===== src/rtl/router_output_arbiter_pkg.sv =====
// Shared types for the mesh router output arbiters: AXI-Stream flit and
// backpressure structs, the routing-header TID marker and the arbiter states.
package router_output_arbiter_pkg;

  localparam int AXIS_TDATA_W = 32;
  localparam int AXIS_TID_W   = 4;

  // A flit whose TID carries this value opens a packet and may request a channel.
  localparam logic [AXIS_TID_W-1:0] ROUTING_HEADER = 4'hA;

  typedef struct packed {
    logic [AXIS_TID_W-1:0]   TID;
    logic [AXIS_TDATA_W-1:0] TDATA;
  } axis_data_t;

  typedef struct packed {
    logic       TVALID;
    logic       TLAST;
    axis_data_t data;
  } axis_mosi_t;

  typedef struct packed {
    logic TREADY;
  } axis_miso_t;

  typedef enum logic {
    ARB_IDLE,
    ARB_LOCKED
  } arb_state_t;

endpackage


===== src/rtl/router_output_arbiter_rr_priority_picker.sv =====
// Combinational round-robin picker: the search starts just after the
// last-served index and wraps, the first requester found wins.
module rr_priority_picker #(
  parameter int N = 5,
  parameter int W = $clog2(N)
) (
  input  logic [N-1:0] i_req,
  input  logic [W-1:0] i_ptr,
  output logic [W-1:0] o_winner,
  output logic         o_any
);

  // Scan from the farthest offset down to the nearest one so the nearest requester overwrites the rest.
  always_comb begin
    int idx;
    o_winner = '0;
    o_any    = 1'b0;
    for (int off = N; off >= 1; off--) begin
      idx = int'(i_ptr) + off;
      if (idx >= N) begin
        idx = idx - N;
      end
      if (i_req[idx]) begin
        o_winner = W'(idx);
        o_any    = 1'b1;
      end
    end
  end

endmodule


===== src/rtl/router_output_arbiter.sv =====
// Per-output-channel packet arbiter. Locks the channel to one input from the
// routing-header flit through the TLAST handshake, with round-robin fairness.
// Optional performance counters are built when ARB_PMU_EN is defined.
module router_output_arbiter
  import router_output_arbiter_pkg::*;
#(
  parameter int AXIS_DATA_WIDTH    = 32,
  parameter int INPUT_NUMBER       = 5,
  parameter int INPUT_NUMBER_WIDTH = $clog2(INPUT_NUMBER)
`ifdef ARB_PMU_EN
  ,
  parameter int PMU_COUNTER_WIDTH  = 32
`endif
) (
  input  logic                          clk_i,
  input  logic                          rst_n_i,
  input  axis_mosi_t                    in_mosi_i [INPUT_NUMBER],
  output axis_miso_t                    in_miso_o [INPUT_NUMBER],
  output axis_mosi_t                    out_mosi_o,
  input  axis_miso_t                    out_miso_i,
  output logic [INPUT_NUMBER_WIDTH-1:0] grant_o,
  output logic                          locked_o,
  output logic                          err_o
`ifdef ARB_PMU_EN
  ,
  output logic [PMU_COUNTER_WIDTH-1:0]  pmu_packets_o,
  output logic [PMU_COUNTER_WIDTH-1:0]  pmu_stall_o
`endif
);

  // The flit struct has a fixed TDATA width, so a mismatching override is a build error.
  if (AXIS_DATA_WIDTH != AXIS_TDATA_W) begin : g_width_check
    $error("router_output_arbiter: AXIS_DATA_WIDTH must match the package TDATA width");
  end

  arb_state_t                    r_state;
  arb_state_t                    w_next_state;
  logic [INPUT_NUMBER_WIDTH-1:0] r_grant;
  logic [INPUT_NUMBER_WIDTH-1:0] r_ptr;
  logic                          r_err;
  logic [INPUT_NUMBER-1:0]       w_req;
  logic [INPUT_NUMBER-1:0]       w_bad;
  logic [INPUT_NUMBER_WIDTH-1:0] w_winner;
  logic                          w_any;
  axis_mosi_t                    w_sel;
  logic                          w_release;

  // Classify each input: a valid header is a request, any other valid flit while idle is a violation.
  always_comb begin
    w_req = '0;
    w_bad = '0;
    for (int i = 0; i < INPUT_NUMBER; i++) begin
      w_req[i] = in_mosi_i[i].TVALID && (in_mosi_i[i].data.TID == ROUTING_HEADER);
      w_bad[i] = in_mosi_i[i].TVALID && (in_mosi_i[i].data.TID != ROUTING_HEADER);
    end
  end

  rr_priority_picker #(
    .N (INPUT_NUMBER),
    .W (INPUT_NUMBER_WIDTH)
  ) u_picker (
    .i_req    (w_req),
    .i_ptr    (r_ptr),
    .o_winner (w_winner),
    .o_any    (w_any)
  );

  assign w_sel     = in_mosi_i[r_grant];
  assign w_release = (r_state == ARB_LOCKED) && w_sel.TVALID && w_sel.TLAST && out_miso_i.TREADY;

  // Next-state and pass-through muxing; the channel is silent while idle.
  always_comb begin
    w_next_state = r_state;
    out_mosi_o   = '0;
    for (int i = 0; i < INPUT_NUMBER; i++) begin
      in_miso_o[i] = '0;
    end
    case (r_state)
      ARB_IDLE: begin
        if (w_any) begin
          w_next_state = ARB_LOCKED;
        end
      end
      ARB_LOCKED: begin
        out_mosi_o         = w_sel;
        in_miso_o[r_grant] = out_miso_i;
        if (w_release) begin
          w_next_state = ARB_IDLE;
        end
      end
      default: begin
        w_next_state = ARB_IDLE;
      end
    endcase
  end

  // State, grant, fairness pointer and sticky error; the pointer starts at the last index so input 0 leads.
  always_ff @(posedge clk_i or negedge rst_n_i) begin
    if (!rst_n_i) begin
      r_state <= ARB_IDLE;
      r_grant <= '0;
      r_ptr   <= INPUT_NUMBER_WIDTH'(INPUT_NUMBER - 1);
      r_err   <= 1'b0;
    end else begin
      r_state <= w_next_state;
      if ((r_state == ARB_IDLE) && w_any) begin
        r_grant <= w_winner;
      end
      if (w_release) begin
        r_ptr <= r_grant;
      end
      if ((r_state == ARB_IDLE) && (|w_bad)) begin
        r_err <= 1'b1;
      end
    end
  end

  assign grant_o  = r_grant;
  assign locked_o = (r_state == ARB_LOCKED);
  assign err_o    = r_err;

`ifdef ARB_PMU_EN
  logic [PMU_COUNTER_WIDTH-1:0] r_pmu_packets;
  logic [PMU_COUNTER_WIDTH-1:0] r_pmu_stall;
  logic                         w_stall;

  assign w_stall = (r_state == ARB_LOCKED) && w_sel.TVALID && !out_miso_i.TREADY;

  // Saturating counters of completed packets and backpressured locked cycles.
  always_ff @(posedge clk_i or negedge rst_n_i) begin
    if (!rst_n_i) begin
      r_pmu_packets <= '0;
      r_pmu_stall   <= '0;
    end else begin
      if (w_release && (r_pmu_packets != '1)) begin
        r_pmu_packets <= r_pmu_packets + 1'b1;
      end
      if (w_stall && (r_pmu_stall != '1)) begin
        r_pmu_stall <= r_pmu_stall + 1'b1;
      end
    end
  end

  assign pmu_packets_o = r_pmu_packets;
  assign pmu_stall_o   = r_pmu_stall;
`endif

endmodule


===== config.mk =====
export PLATFORM = sky130hd
export DESIGN_NAME = router_output_arbiter
export DESIGN_NICKNAME = d
export VERILOG_FILES = /design/src/rtl/router_output_arbiter_pkg.sv /design/src/rtl/router_output_arbiter_rr_priority_picker.sv /design/src/rtl/router_output_arbiter.sv
export SDC_FILE = /design/constraint.sdc
export NUM_CORES = 1
export LEC_CHECK = 0
export CAP_MARGIN = 20
export CORE_ASPECT_RATIO = 1.2
export CORE_MARGIN = 2
export CORE_UTILIZATION = 33
export DETAILED_ROUTE_END_ITERATION = 16
export PLACE_DENSITY = 0.82
export SKIP_LAST_GASP = 1
export SLEW_MARGIN = 20
export SYNTH_ARGS = -nofsm -noshare
export SYNTH_HDL_FRONTEND = slang
export SYNTH_SLANG_ARGS = --single-unit

===== constraint.sdc =====
create_clock -name clk_i -period 4.3 [get_ports clk_i]
set_input_delay 0.86 -clock clk_i [delete_from_list [all_inputs] [get_ports clk_i]]
set_output_delay 0.86 -clock clk_i [all_outputs]
set_load 0.05 [all_outputs]

* Yosys cells after proc, flatten, opt, wreduce, memory -nomap -nowiden *
Cells that the tools add are included.

storage, ports and cells
  input bits = 193
  register bits = 8
  output and inout port bits = 48
  logic and storage cells = 96

operators by class
  reductions and logical operators = 17
  mux-type cells = 40
  equality and inequality tests = 10
  $add $sub $neg = 10
  order comparisons = 12
  bitwise gates (word level) = 3

operators with widths
  cell                                                          count
  >= comparator 32 x 4 -> 1 bit (second input constant)         5
  less-than comparator 32 x 5 -> 1 bit (second input constant)  5
  2-to-1 mux 32 bit                                             5
  subtractor 32 x 4 -> 32 bit (second input constant)           5
  binary-select mux 38 bit (select 3 bit)                       1
  2-to-1 mux 38 bit                                             3
  == test 4 bit (second input constant)                         5
  != test 4 bit (second input constant)                         5
  2-to-1 mux 1 bit                                              18
  logical AND 1 bit                                             16
  binary-select mux 1 bit (select 3 bit)                        5
  2-to-1 mux 3 bit                                              5
  adder 3 x 2 -> 4 bit (second input constant)                  2
  adder 3 x 3 -> 4 bit (second input constant)                  2
  AND 5 bit                                                     1
  2-to-1 mux 5 bit                                              1
  OR reduction 5 bit                                            1
  adder 3 x 1 -> 4 bit (second input constant)                  1
  >= comparator 4 bit (second input constant)                   1
  less-than comparator 4 x 1 -> 1 bit (second input constant)   1
  inverter 3 -> 4 bit                                           1
  demux 1 bit (select 3 bit)                                    1
  one-hot mux 1 bit (2 select lines)                            1
  inverter 1 bit                                                1

* Depth between registers and ports, before layout *
  depth in word-level cells = 13
  depth in mapped cells = 12
  mapped depth without buffers = 11

* Modules after synthesis *
A second synthesis with hierarchy kept.

second synthesis, totals
  cell total of the unflattened synthesis = 408
  area, all modules = 3133.0 um2

by module, submodules not included
  module                 area each (um2)  times used  cells an instance  sequential area each (um2)
  router_output_arbiter  2001.9           1           259                201.4
  rr_priority_picker     1131.1           1           149                0.0

* Worst setup path after synthesis *
Ideal clock, no wire load.

  path type = register to output
  from = reg r_grant[0] (netlist: grant_o[0])
  to = out out_mosi_o[11] in the netlist's numbering
  stages on the path, launching flop included = 9
  arrival = 2.986 ns
  path buffers = 4
  required time = 3.440 ns
  path slack = 0.454 ns
  cells stage by stage = dfrtp_1 > buf_2 > buf_2 > buf_2 > buf_1 > mux2i_1 > nor2_1 > a21oi_1 > a21oi_1

RTL lines
  element                 RTL line                      text
  from (decl)             router_output_arbiter.sv:38   logic [INPUT_NUMBER_WIDTH-1:0] r_grant;
  from (signal assigned)  router_output_arbiter.sv:107  r_grant <= w_winner;
  to (decl)               router_output_arbiter.sv:19   output axis_mosi_t out_mosi_o,

==> flow_metrics.py <==
metrics = {
    "worst_setup_path": {
        "path_common_cell": "clkdlybuf4s50_1",
        "critPathKind": "in2out",
        "worstSetupStartpointType": "input pin",
        "timing.rr.start": "r_ptr[2]",
        "max_stage_delay_ns": 0.81,
        "critPathRequiredTime_ns": 3.44,
        "setup.worst_path.start": "in_mosi_i[75]",
        "crit_chain": "clkdlybuf4s50_1, mux2i_1, nor2_1, a21oi_1, o22ai_1, and2_1, clkdlybuf4s50_1",
        "critPathMaxFanout": 4,
        "cp_data_arrival_time_ns": 2.82,
        "crit_slowest_cell": "clkdlybuf4s50_1",
        "end_kind": "output pin",
    },
    "sta": {
        "max_slew_margin_pct": 34.6,
        "final_hold_viol_count": 0,
        "totalNegativeSetupSlack_ns": 0,
        "maxSlewViolCount": 0,
        "fin_crit_sh_pct": 85.5,
        "rsz0062_at_grt": "no",
        "fin_crit_ns": 3.68,
        "finalSetupViolCount": 0,
        "fin_worst_skew_ns": 0.00598,
        "worst_pin_slew_ns": 0.979,
        "fmax_ghz": 0.272,
    },
    "layout": {
        "instances_no_fill": 757,
        "mostFrequentLayoutCells": "clkdlybuf4s50_1 (203), a21oi_1 (68), nor2_1 (59)",
        "seqCellArea_um2": 203,
        "fill_cells": 715,
        "n_antenna_cell": 0,
        "area_delta_synth_final_pct": 102,
        "final_common_cell": "clkdlybuf4s50_1",
        "fin_util_pct": 68.2,
        "multi_input_area_um2": 2490,
        "fin_nets": 844,
        "layout-drive-gt1-share_pct": 11.7,
    },
    "synth": {
        "syn_nets": 618,
        "synth_area_um2": 2870,
        "ys_async_sr_fraction_pct": 100,
        "synth-main-ff-cell": "dfrtp_1",
        "synth.distinct_cells": 63,
        "synthCells": 415,
        "synth_edf_count": 0,
        "synth_warnings": 0,
        "seq_area_frac_synth_pct": 7.02,
        "synth-seq-cells": 8,
        "synth.avg_cell_area_um2": 6.92,
    },
    "drt": {
        "ant_nets": 0,
        "drtIter0Drc": 287,
        "route.detailed.drc": 0,
        "num_vias": 4319,
        "wirelength_mm": 15.4,
        "routed_wire_length_per_instance_um": 20.3,
        "vias_per_cell": 5.71,
        "dr.pass1.iters": 5,
    },
    "clocking": {
        "cts.clk_slew.worst_paths_ns": 0.04,
        "numCtsBuffers": 3,
        "cts_tree": "yes",
        "ctsResizeCount": 0,
        "htreeDepth": 1,
        "post_cts.repair.setup_buffers": 0,
        "ctsHoldBuffers": 0,
        "numClockSinks": 8,
        "cts-root-buf": "clkbuf_8",
        "clock_path_buffers": 2,
        "insertion_delay_ns": 0.24,
    },
    "floorplan": {
        "start_util_pct": 33.7,
        "top_level_ports": 241,
        "die_h_um": 106,
        "rows": 37,
        "core_um2": 8520,
        "die_area_um2": 9470,
        "die_x_um": 89.2,
    },
    "global_route": {
        "grt_use_met2_pct": 54.0,
        "grt_busiest_layer": "met2",
        "grt_pass1_wl_mm": 22.8,
        "grt_max_degree": 41,
        "grt_overflow": 0,
        "grt_usage_pct": 30.9,
        "antenna_found_initial": 0,
        "gr-usage-met3_pct": 9.08,
        "first_global_vias": 4308,
        "grtUsageMet1_pct": 34.8,
    },
    "power_and_ir_drop": {
        "p_per_area_nw_per_um2": 659,
        "ir_drop_mv": 0.475,
        "p_leak_nw": 2.29,
    },
    "job": {
        "maxCapViolations": 0,
    },
    "placed_design": {
        "post-dp-hpwl_mm": 12.6,
        "portBuffers": 240,
        "place.gp.congestion": 1.00,
        "dp_cells": 753,
    },
    "hold_path": {
        "hp-class": "reg2reg",
        "worstHoldStart": "err_o",
    },
    "status": {
        "outcome": "finished clean",
    },
}
-- layer usage --
| metal | wire length (um) | up-vias | part of all wire, % |
|---|---|---|---|
| li1 | - | 1996 | - |
| met4 | 592 | 0 | 3.9 |
| met3 | 1710 | 50 | 11 |
| met1 | 5450 | 2021 | 35 |
| met5 | 0 | - | 0 |
| met2 | 7610 | 252 | 50 |
-- power by group --
group	total (mW)	switching, mW	internal, mW
combinational	3.52	1.99	1.53
clock	0.101	0.0365	0.0648
sequential	0.210	0.0989	0.111
total	3.83	2.12	1.70
-- path summary, 6_finish.rpt --
check / cells after the start / slack [ns] / end
max: 7 / 0.62 / out_mosi_o[37]
min: 1 / 0.48 / err_o
max reg2reg: 10 / 0.74 / locked_o
min reg2reg: 1 / 0.48 / err_o
max in group asynchronous: 1 / 3.05 / r_ptr[2]
min in group asynchronous: 1 / 0.92 / grant_o[1]
-- flip-flops by register name, indices dropped and copies added, names as in the netlist --
signal and count:
err_o 1, grant_o 3, locked_o 1, r_ptr 3
-- layout make-up --
type	instances	share of cell area (%)
multi-input cells	360	42.9
clock buffers	4	0.775
flip-flops and latches	8	3.49
repair buffers	252	49.3
inverters	16	1.03
well taps	117	2.52
-- logic make-up (layout without fill, tap and decap cells) --
| family | Yosys count | after routing | synth area share, % |
|---|---|---|---|
| DFF | 8 | 8 | 7.02 |
| muxes | 48 | 48 | 20.0 |
| xor gates and xnor gates | 7 | 7 | 2.40 |
| buffers and inverters | 47 | 272 | 6.45 |
| AOI/OAI and AO/OA | 144 | 144 | 32.3 |
| adders and majority gates | 10 | 10 | 4.62 |
| and+or+nand+nor | 151 | 151 | 27.2 |
-- through the flow --
stage	instance area (um^2)	hold WS, ns	setup WS, ns	power, mW
4_1_cts	5810	0.491	0.648	3.81
3_3_place_gp	5770	0.465	0.688	3.65
2_1_floorplan	2870	0.564	0.454	2.31
5_1_grt	5810	0.493	0.445	4.05
3_5_place_dp	5770	0.475	0.652	3.69
6_report	5810	0.484	0.622	3.83
-- cell usage after synthesis, types with 3 or more instances --
| cell | count | area share [%] |
|---|---|---|
| a21oi_1 | 68 | 12 |
| nor2_1 | 59 | 7.7 |
| mux2i_1 | 38 | 13 |
| a22oi_1 | 27 | 7.1 |
| nand2_1 | 24 | 3.1 |
| clkbuf_1 | 20 | 2.6 |
| inv_1 | 14 | 1.8 |
| nor2b_1 | 12 | 2.6 |
| ha_1 | 9 | 3.9 |
| nand2b_1 | 9 | 2.0 |
| nand3_1 | 9 | 1.6 |
| o21ai_0 | 8 | 1.4 |
| dfrtp_1 | 7 | 6.1 |
| mux4_2 | 7 | 5.5 |
| nor3_1 | 7 | 1.2 |
| buf_1 | 6 | 0.78 |
| xnor2_1 | 6 | 1.8 |
| a221oi_1 | 5 | 1.5 |
| a21o_1 | 4 | 1.0 |
| and2_1 | 4 | 0.87 |
| and3_1 | 4 | 0.87 |
| and4bb_2 | 4 | 1.7 |
| buf_2 | 4 | 0.70 |
| nor3b_1 | 4 | 1.0 |
| o211ai_1 | 4 | 1.0 |
| o22ai_1 | 4 | 0.87 |
| a211oi_1 | 3 | 0.78 |
-- worst max-delay path, delay by kind of cell --
kind	cells	cell delay (ns)
buffers and inverters	2	1.34
and+or+nand+nor	2	0.28
AOI/OAI and AO/OA	2	0.24
muxes	1	0.10
Note: power is estimated with default switching activity, not from simulation.
